$ cat config.mk
export PLATFORM = sky130hd
export DESIGN_NAME = button_event_arbiter
export DESIGN_NICKNAME = d
export VERILOG_FILES = /design/src/rtl/button_event_arbiter.sv
export SDC_FILE = /design/constraint.sdc
export NUM_CORES = 1
export LEC_CHECK = 0
export ABC_AREA = 1
export CAP_MARGIN = 15
export CORE_UTILIZATION = 40
export DETAILED_ROUTE_END_ITERATION = 8
export PLACE_DENSITY_LB_ADDON = 0.1
export SETUP_SLACK_MARGIN = 0.2
export SYNTH_ARGS = -nofsm -noshare
export SYNTH_HDL_FRONTEND = slang
export SYNTH_SLANG_ARGS = --single-unit
$ cat constraint.sdc
create_clock -name clk -period 1.9 [get_ports clk]
set_input_delay 0.38 -clock clk [delete_from_list [all_inputs] [get_ports clk]]
set_output_delay 0.38 -clock clk [all_outputs]
set_load 0.01 [all_outputs]
$ cat src/rtl/button_event_arbiter.sv
// button_event_arbiter
//   Debounces NUM_BTN active-low push buttons (one FSM per button). Every
//   press-and-release is queued as a per-button pending bit. A round-robin
//   arbiter then hands the events, one at a time, to a registered
//   valid/ready event slot.
//   Optional: define BUTTON_EVENT_ARBITER_DROP_CNT_EN to add an 8-bit
//   saturating drop_count output. It counts release events that were
//   discarded because that button already had an event pending.
module button_event_arbiter #(
  parameter int NUM_BTN        = 4,
  parameter int DEBOUNCE_TICKS = 500000,
  parameter int CNT_W          = 16
) (
  input  logic                       clk,
  input  logic                       rst_n,
  input  logic [NUM_BTN-1:0]         btn_n,
  input  logic                       evt_ready,
  output logic                       evt_valid,
  output logic [$clog2(NUM_BTN)-1:0] evt_id,
  output logic [CNT_W-1:0]           evt_count,
  output logic [NUM_BTN-1:0]         pending
`ifdef BUTTON_EVENT_ARBITER_DROP_CNT_EN
  ,
  output logic [7:0]                 drop_count
`endif
);

  localparam int ID_W = $clog2(NUM_BTN);
  localparam int DB_W = (DEBOUNCE_TICKS > 1) ? $clog2(DEBOUNCE_TICKS) : 1;
  localparam logic [DB_W-1:0] DB_LAST = DB_W'(DEBOUNCE_TICKS - 1);
  localparam logic [ID_W:0]   NUM_BTN_W = (ID_W + 1)'(NUM_BTN);
  localparam logic [ID_W-1:0] LAST_ID   = ID_W'(NUM_BTN - 1);

  typedef enum logic [1:0] {
    IDLE     = 2'd0,
    PRESSING = 2'd1,
    HELD     = 2'd2
  } db_state_t;

  logic [NUM_BTN-1:0] sync1_reg;
  logic [NUM_BTN-1:0] sync2_reg;
  logic [NUM_BTN-1:0] release_evt;

  logic [NUM_BTN-1:0] pending_reg;
  logic [NUM_BTN-1:0] pending_next;
  logic [NUM_BTN-1:0] grant_clr;
  logic [ID_W-1:0]    ptr_reg;
  logic [ID_W-1:0]    ptr_next;
  logic               evt_valid_reg;
  logic [ID_W-1:0]    evt_id_reg;
  logic [CNT_W-1:0]   evt_count_reg;
  logic               grant_found;
  logic [ID_W-1:0]    grant_idx;
  logic [ID_W:0]      cand;
  logic               load;

  // Two-flop synchronizer. It resets to 1 (released) so that no spurious press is seen.
  always_ff @(posedge clk) begin
    if (!rst_n) begin
      sync1_reg <= '1;
      sync2_reg <= '1;
    end else begin
      sync1_reg <= btn_n;
      sync2_reg <= sync1_reg;
    end
  end

  generate
    for (genvar gi = 0; gi < NUM_BTN; gi++) begin : g_db
      db_state_t       state_reg;
      db_state_t       state_next;
      logic [DB_W-1:0] cnt_reg;
      logic [DB_W-1:0] cnt_next;
      logic            rel;

      // Debounce state and tick counter registers
      always_ff @(posedge clk) begin
        if (!rst_n) begin
          state_reg <= IDLE;
          cnt_reg   <= '0;
        end else begin
          state_reg <= state_next;
          cnt_reg   <= cnt_next;
        end
      end

      // Next state: qualify a stable low level, and flag the release of a held button
      always_comb begin
        state_next = state_reg;
        cnt_next   = cnt_reg;
        rel        = 1'b0;
        case (state_reg)
          IDLE: begin
            if (!sync2_reg[gi]) begin
              state_next = PRESSING;
              cnt_next   = '0;
            end
          end
          PRESSING: begin
            if (sync2_reg[gi]) begin
              state_next = IDLE;        // bounce or glitch: drop it silently
              cnt_next   = '0;
            end else if (cnt_reg == DB_LAST) begin
              state_next = HELD;
            end else begin
              cnt_next = cnt_reg + 1'b1;
            end
          end
          HELD: begin
            if (sync2_reg[gi]) begin
              state_next = IDLE;
              rel        = 1'b1;
            end
          end
          default: begin
            state_next = IDLE;
            cnt_next   = '0;
          end
        endcase
      end

      assign release_evt[gi] = rel;
    end
  endgenerate

  // Round-robin search: take the first pending bit at or above ptr, wrapping around.
  // The loop runs from the highest offset down, so the nearest hit is written last.
  always_comb begin
    grant_found = 1'b0;
    grant_idx   = '0;
    cand        = '0;
    for (int k = NUM_BTN - 1; k >= 0; k--) begin
      cand = {1'b0, ptr_reg} + (ID_W + 1)'(k);
      if (cand >= NUM_BTN_W) begin
        cand = cand - NUM_BTN_W;
      end
      if (pending_reg[cand[ID_W-1:0]]) begin
        grant_found = 1'b1;
        grant_idx   = cand[ID_W-1:0];
      end
    end
  end

  assign load     = !evt_valid_reg || evt_ready;
  assign ptr_next = (grant_idx == LAST_ID) ? '0 : grant_idx + 1'b1;

  // Pending update: the granted bit is cleared. A new release in the same cycle sets it again.
  always_comb begin
    grant_clr = '0;
    if (load && grant_found) begin
      grant_clr[grant_idx] = 1'b1;
    end
    pending_next = (pending_reg & ~grant_clr) | release_evt;
  end

  // Event slot, arbiter pointer, pending flags and handshake counter
  always_ff @(posedge clk) begin
    if (!rst_n) begin
      pending_reg   <= '0;
      ptr_reg       <= '0;
      evt_valid_reg <= 1'b0;
      evt_id_reg    <= '0;
      evt_count_reg <= '0;
    end else begin
      pending_reg <= pending_next;
      if (evt_valid_reg && evt_ready) begin
        evt_count_reg <= evt_count_reg + 1'b1;
      end
      if (load) begin
        evt_valid_reg <= grant_found;
        if (grant_found) begin
          evt_id_reg <= grant_idx;
          ptr_reg    <= ptr_next;
        end
      end
    end
  end

  assign evt_valid = evt_valid_reg;
  assign evt_id    = evt_id_reg;
  assign evt_count = evt_count_reg;
  assign pending   = pending_reg;

`ifdef BUTTON_EVENT_ARBITER_DROP_CNT_EN
  logic       drop_evt;
  logic [7:0] drop_count_reg;

  // An event is lost when its pending bit is already set and is not being drained this cycle.
  assign drop_evt = |(release_evt & pending_reg & ~grant_clr);

  // Saturating count of lost events
  always_ff @(posedge clk) begin
    if (!rst_n) begin
      drop_count_reg <= '0;
    end else if (drop_evt && (drop_count_reg != 8'hFF)) begin
      drop_count_reg <= drop_count_reg + 1'b1;
    end
  end

  assign drop_count = drop_count_reg;
`endif

endmodule
Yosys cells after proc, flatten, opt, wreduce, memory -nomap -nowiden

Cells that the tools add are included.

Latch bits: 0
Bits of input ports: 7
Register bits: 117
Output and inout bits: 23
RAM bits: 0
ROM bits: 0
Memories kept: 0
Logic and storage cells: 160

Shifts and indexed selects: 0
Equal/unequal tests: 29
$lt $le $gt $ge: 10
Add/subtract/negate cells: 13
Reduce and logical (&&, ||, !) cells: 18
Bitwise logic cells: 7
Multiplexer cells: 68
Multiply operators: 0
Div/mod/pow operators: 0

Operators with widths:

| cell                                                     | number |
|---|---|
| 2-to-1 mux 19 bit                                        | 12 |
| one-hot mux 19 bit (3 select lines)                      | 4 |
| adder 19 x 1 -> 19 bit, second input constant            | 4 |
| equality test 19 bit, second input constant              | 4 |
| 2-to-1 mux 2 bit                                         | 25 |
| inequality test 3 bit, second input constant             | 8 |
| one-hot mux 2 bit (3 select lines)                       | 4 |
| AND reduction 3 bit                                      | 8 |
| 2-to-1 mux 1 bit                                         | 17 |
| adder 16 x 1 -> 16 bit, second input constant            | 1 |
| inequality test 2 bit, second input constant             | 8 |
| < comparator 2 x 3 -> 1 bit, second input constant       | 5 |
| equality test 2 bit, second input constant               | 5 |
| greater-or-equal comparator 3 bit, second input constant | 3 |
| binary-select mux 1 bit (select 2 bit)                   | 4 |
| equality test 2 x 1 -> 1 bit, second input constant      | 4 |
| logical NOT 2 bit                                        | 4 |
| subtractor 2 x 1 -> 2 bit, second input constant         | 4 |
| adder 2 x 2 -> 3 bit, second input constant              | 2 |
| bitwise AND 4 bit                                        | 1 |
| 2-to-1 mux 4 bit                                         | 1 |
| inverter 1 bit                                           | 4 |
| inverter 4 bit                                           | 1 |
| bitwise OR 4 bit                                         | 1 |
| 9 further kinds                                          | 11 |

Logic depth before layout (Yosys ltp)

Depth in word-level cells: 17
Gate-level depth with buffers: 15

Worst setup path after synthesis

Ideal clock, no wire load.

Path kind: reg2reg
From: register g_db[3].cnt_reg[0]
To: register g_db[3].cnt_reg[14]
Data required time: 1.832 ns
Cell stages (with the launch flop): 12
Path slack: 0.219 ns
Data arrival time: 1.614 ns
Clock period less this slack: 1.681 ns
Cell sequence: dfxtp_1 -> ha_1 -> nand2_2 -> nor2_8 -> nand4_2 -> nor2_2 -> nand2_2 -> nand2_2 -> buf_6 -> buf_12 -> nand2_2 -> a21oi_2

Cells in the longest elaborated chain, start to end: 4
Elaborated cells between the ends (all ways): 7
Classes of those cells: 1 x add/sub; 2 x eq/ne; 3 x mux; 1 x reduce/logical

RTL lines:

| item                                | line | text |
|---|---|---|
| start: declaration                  | 72   | `logic [DB_W-1:0] cnt_reg;` |
| start signal: assignment            | 83   | `cnt_reg <= cnt_next;` |
| adder 19 x 1 -> 19 bit              | 106  | `cnt_next = cnt_reg + 1'b1;` |
| 2-to-1 mux 19 bit                   | 103  | `end else if (cnt_reg == DB_LAST) begin` |
| 2-to-1 mux 19 bit                   | 100  | `if (sync2_reg[gi]) begin` |
| one-hot mux 19 bit (3 select lines) | 92   | `case (state_reg)` |

Parallel ways exist; a longest one is shown, timed or not. The select of a mux whose other input is x is not followed.
A chain may end at the register's enable or synchronous reset.

Worst setup path after layout

From: register ptr_reg[0]
To: register pending_reg[2], in the netlist pending[2]

Cells in the longest elaborated chain, start to end: 17
Elaborated cells between the ends (all ways): 41
Classes of those cells: 7 x add/sub; 6 x order compare; 23 x mux; 3 x bitwise; 2 x reduce/logical

RTL lines:

| item                                                                                                                   | line     | text |
|---|---|---|
| start: declaration                                                                                                     | 47       | `logic [ID_W-1:0] ptr_reg;` |
| start signal: assignment                                                                                               | 173      | `ptr_reg <= ptr_next;` |
| adder 2 x 2 -> 3 bit                                                                                                   | 133      | `cand = {1'b0, ptr_reg} + (ID_W + 1)'(k);` |
| greater-or-equal comparator 3 bit / subtractor 2 x 1 -> 2 bit (equally long branches)                                  | 134, 135 |  |
| 2-to-1 mux 2 bit                                                                                                       | 134      | `if (cand >= NUM_BTN_W) begin` |
| binary-select mux 1 bit (select 2 bit)                                                                                 | 137      | `if (pending_reg[cand[ID_W-1:0]]) begin` |
| 2-to-1 mux 1 bit (not written as such)                                                                                 | 137      |  |
| 2-to-1 mux 2 bit (3 in a row)                                                                                          | 137      |  |
| 2-to-1 mux 2 bit *                                                                                                     | 137      |  |
| net grant_idx[0]                                                                                                       | 53       | `logic [ID_W-1:0] grant_idx;` |
| < comparator 2 x 3 -> 1 bit (not written as such) / greater-or-equal comparator 2 x 1 -> 1 bit (equally long branches) | 151      | `grant_clr[grant_idx] = 1'b1;` |
| logical AND 1 bit (not written as such)                                                                                | 151      |  |
| 2-to-1 mux 1 bit (not written as such)                                                                                 | 151      |  |
| demux 1 bit (select 2 bit) *                                                                                           | 151      |  |
| 2-to-1 mux 4 bit *                                                                                                     | 150      | `if (load && grant_found) begin` |
| inverter 4 bit *                                                                                                       | 153      | `pending_next = (pending_reg & ~grant_clr) \| release_evt;` |
| bitwise AND 4 bit *                                                                                                    | 153      |  |
| bitwise OR 4 bit *                                                                                                     | 153      |  |
| end signal: assignment                                                                                                 | 165      | `pending_reg <= pending_next;` |
| end: declaration                                                                                                       | 44       | `logic [NUM_BTN-1:0] pending_reg;` |

The timed path passes the listed nets; every way through them passes the cells marked *. The select of a mux whose other input is x is not followed.

==> results by stage <==
Run status:
- The run finished with clean final reports.

Synth:
- The synthesized netlist occupies a cell area of 6770 µm².
- After synthesis, the cell types taking the most area are dfxtp_1, nand2_1, nor2_1.
- The post-synthesis cell type count is 41.
- The synthesized design contains 0 enable-type register cells.
- In this run the mean area of a mapped cell was 6.34 µm².
- The post-synthesis register bit count is 117.
- The yosys synthesis warning count is 0.
- The cell count after synthesis came out at 1068.
- Summed over all instances, the cell type with the most area after synthesis is dfxtp_1.
- Sequential cells were found to cover 34.6% of the synthesized design area.
- When the netlist entered floorplanning its net count stood at 1084.
- The area share of the leading cell type in the synthesized netlist is 34.6%.
- The share of async-settable or async-resettable flops after synthesis is 0%.
- For this run, the leading register cell type out of synthesis is dfxtp_1.

STA:
- The minimum clock period after layout is 1.67 ns.
- The worst clock skew is 0.00861 ns.
- The part of the cycle the worst path needs is 88.0%.
- At the pin with the least slew margin, the transition time is 0.453 ns.
- The number of max-slew violations in the final report is 0.
- Setup repair after global routing could not meet its margin everywhere.
- The final number of hold-violating endpoints was 0.
- The setup slack of the critical path after layout is 0.229 ns.
- Static timing analysis puts the maximum clock frequency at 598 MHz.
- Setup violations remaining at the end of the flow were counted as 0.
- Headroom to the max-slew limit came out at 69.5%.

Layout:
- After the flow finishes, the layout carries non-filler instances totaling 1388.
- The final standard cell area without fillers is 8610 µm².
- The flip-flop count of the largest register after layout is 76.
- The post-layout net count is 1171.
- Relative to the synthesized area, the layout overhead comes to 27.2%.
- 0 antenna diodes ended up in the layout.
- The share of final-layout standard cells stronger than drive strength 1 is 19.5%.
- The share of the core filled with cells is 52.1%.

CTS:
- Clock-pin slew was measured on the worst setup and hold paths at 0.05 ns.
- CTS placed an instance of clkbuf_16 at the clock tree root.
- The worst-skew pair later-pin latency is 0.42 ns.
- The worst-case clock buffer depth is 2.
- The clock sink count is 117.
- Buffers inserted during clock tree synthesis total 17.
- The number of buffers inserted by hold repair at cts is 0.
- TritonCTS built the clock tree.
- The H-tree was split into 4 levels.

Place:
- The congestion estimate from routability-driven global placement came to 0.932.
- After legalization and detailed placement, the total HPWL measured 12.4 mm.
- The total placed instance area is 7540 µm².
- At the placement stage, the worst setup path has a slack of -0.102 ns.
- The number of placed instances, taps included, is 1340.
- The quantity of I/O buffers inserted on ports is 29.

Worst setup path:
- The register-to-register setup slack is 0.23 ns.
- The largest stage delay on the critical path is 0.38 ns.
- Data on the critical path arrives at its endpoint at 2.02 ns.
- The number of cell instances on the worst register-to-register path is 14.
- The worst setup path is launched from a register.
- The peak fanout along the critical path is 6.
- The worst path required time is 2.25 ns.
- The library cell contributing the largest single delay on the critical path is dfxtp_4.
- The worst setup path is captured at a register.
- The startpoint of the worst register-to-register path is ptr_reg[0].
- The endpoint identified for the worst register-to-register timing path is pending[2].
- The critical path class is reg -> reg.
- The signal on the critical path passes through inv_6 -> nand2_1 -> o21ai_4 -> nand2_2 -> nand2_1 -> nand3_2 -> nand2_2 -> nand2_2 -> nand2_2 -> inv_2 -> ha_1 -> nand2_1 -> nand2_1 -> a21oi_1.

GRT:
- The largest net degree at the start of global routing is 33.
- The number of global-route vias before repair was 6280.
- The global-route wire length before repair is 29.0 mm.
- The combined global-route utilization of all metal layers is 20.4%.
- The overall overflow remaining after global route is 0.
- The initial antenna violation count is 0.

Min path:
- Along the worst hold path, the cell count comes to 1.
- The min-delay analysis places its worst path in the category reg -> reg.
- For hold timing, the worst endpoint is sync2_reg[3].
- The worst hold path begins at sync1_reg[3].

Power:
- Across the VDD grid, the largest voltage drop is 0.000577 V.
- The total leakage power is 3.31 nW.
- The final total power is 6.00 mW.
- The cell area power density is 696 nW/µm².

Die:
- The number of top-level pins is 30.
- The effective utilization at floorplan is 41.0%.
- Measured along the y axis, the die boundary spans 132 µm.
- The floorplan step defined a die boundary enclosing 17400 µm².
- The initialized floorplan defines 47 standard-cell rows.
- The core region is 16500 µm².
- The die outline width is 132 µm.

Detailed routing:
- The number of DRC violations after detailed-routing iteration 0 is 431.
- The total length of routed wires is 17.9 mm.
- In the final routed layout, each cell accounts on average for 12.9 µm.
- For this block, the via count after detailed routing is 6850.
- The number of remaining DRC errors is 0.
- The iteration count of the initial detailed-routing pass is 5.
- Using the TritonRoute via totals, the vias-per-cell ratio works out to 4.94.
- The detail route stage leaves a number of antenna-violating nets equal to 0.

Flow run:
- Max-cap violations in this run came to 0.
-- what timing repair did --
action,CTS,global route
gates cloned,1,1
gates resized for setup,40,109
setup endpoints to repair,46,84
pin swaps,1,35
setup buffers,0,14
-- synthesized netlist by cell type, types with 2 or more instances --
cell type / instances
a21oi_1: 79
a21oi_2: 6
a31oi_1: 2
and2_1: 2
buf_2: 3
buf_4: 2
buf_6: 5
clkbuf_1: 13
clkinv_1: 3
dfxtp_1: 117
ha_1: 9
inv_1: 124
inv_2: 5
nand2_1: 281
nand2_2: 10
nand3_1: 74
nand3_2: 3
nand3b_1: 3
nand4_1: 41
nor2_1: 155
nor2_2: 5
nor3_1: 35
nor3_2: 2
nor3b_1: 3
o21ai_0: 39
or2_2: 15
xnor2_1: 3
xor2_1: 16
-- critical path: cells and delay by family, from the launching register on --
kind / cells / cell delay, ns
adders and majority gates: 1 / 0.17
and+or+nand+nor: 9 / 0.72
DFF: 1 / 0.38
buffers and inverters: 2 / 0.14
AOI/OAI and AO/OA: 2 / 0.19
-- metrics by stage --
step	setup TNS (ns)	hold slack, ns
floorplan	0	0.393
global placement	-0.631	0.394
detailed placement	-0.525	0.401
CTS	0	0.414
global route	0	0.433
finish	0	0.414
-- cell usage in the layout, fill, tap and decap left out, types with 31 or more instances in the layout --
cell type and n:
dfxtp_1 96, nand4_1 41, nor2_1 139, nor3_1 31
inv_1 113, nand3_1 67, nand2_1 269, o21ai_0 34
buf_4 55, a21oi_1 76
-- per-layer routing --
layer / up-vias / track usage (%) / part of all wire [%]
met4: 0 / 6.78 / 1.5
met1: 3116 / 25.5 / 47
met2: 103 / 34.5 / 49
met5: - / 0 / 0
li1: 3610 / - / -
met3: 21 / 4.46 / 2.8
-- layout make-up --
cell class / count / area, µm²
inverters: 132 / 518
repair buffers: 90 / 753
clock inverters: 10 / 128
multi-input cells: 795 / 4070
fillers: 1675 / 7910
flip-flops and latches: 117 / 2380
well taps: 220 / 275
clock buffers: 22 / 474
repair inverters: 2 / 12.5
-- cell families after synthesis --
kind of cell / after synthesis / synth area share (%)
AND/OR/NAND/NOR: 635 / 41.3
buffers and inverters: 156 / 9.61
AO/OA/AOI/OAI: 132 / 10.3
XOR/XNOR: 19 / 2.46
adder cells (fa/ha/maj): 9 / 1.66
flip-flops: 117 / 34.6
-- worst max-delay path by stage --
| stage | to | cells past startpoint | start |
|---|---|---|---|
| 2_1_floorplan | g_db[3].cnt_reg[14] | 11 | g_db[3].cnt_reg[0] |
| 3_3_place_gp | evt_id[0] | 7 | evt_ready |
| 3_5_place_dp | evt_id[0] | 7 | evt_ready |
| 4_1_cts | g_db[3].cnt_reg[3] | 11 | g_db[3].cnt_reg[1] |
| 5_1_grt | pending[0] | 14 | ptr_reg[0] |
| 6_report | pending[2] | 14 | ptr_reg[0] |
-- power by group --
group	switching, mW	total (mW)	internal, mW	leakage [nW]
clock network	1.15	3.30	2.15	0.299
registers	0.00935	2.47	2.46	0.956
logic	0.151	0.227	0.0762	2.06
total	1.31	6.00	4.69	3.31
Note: power is estimated with default switching activity, not from simulation.
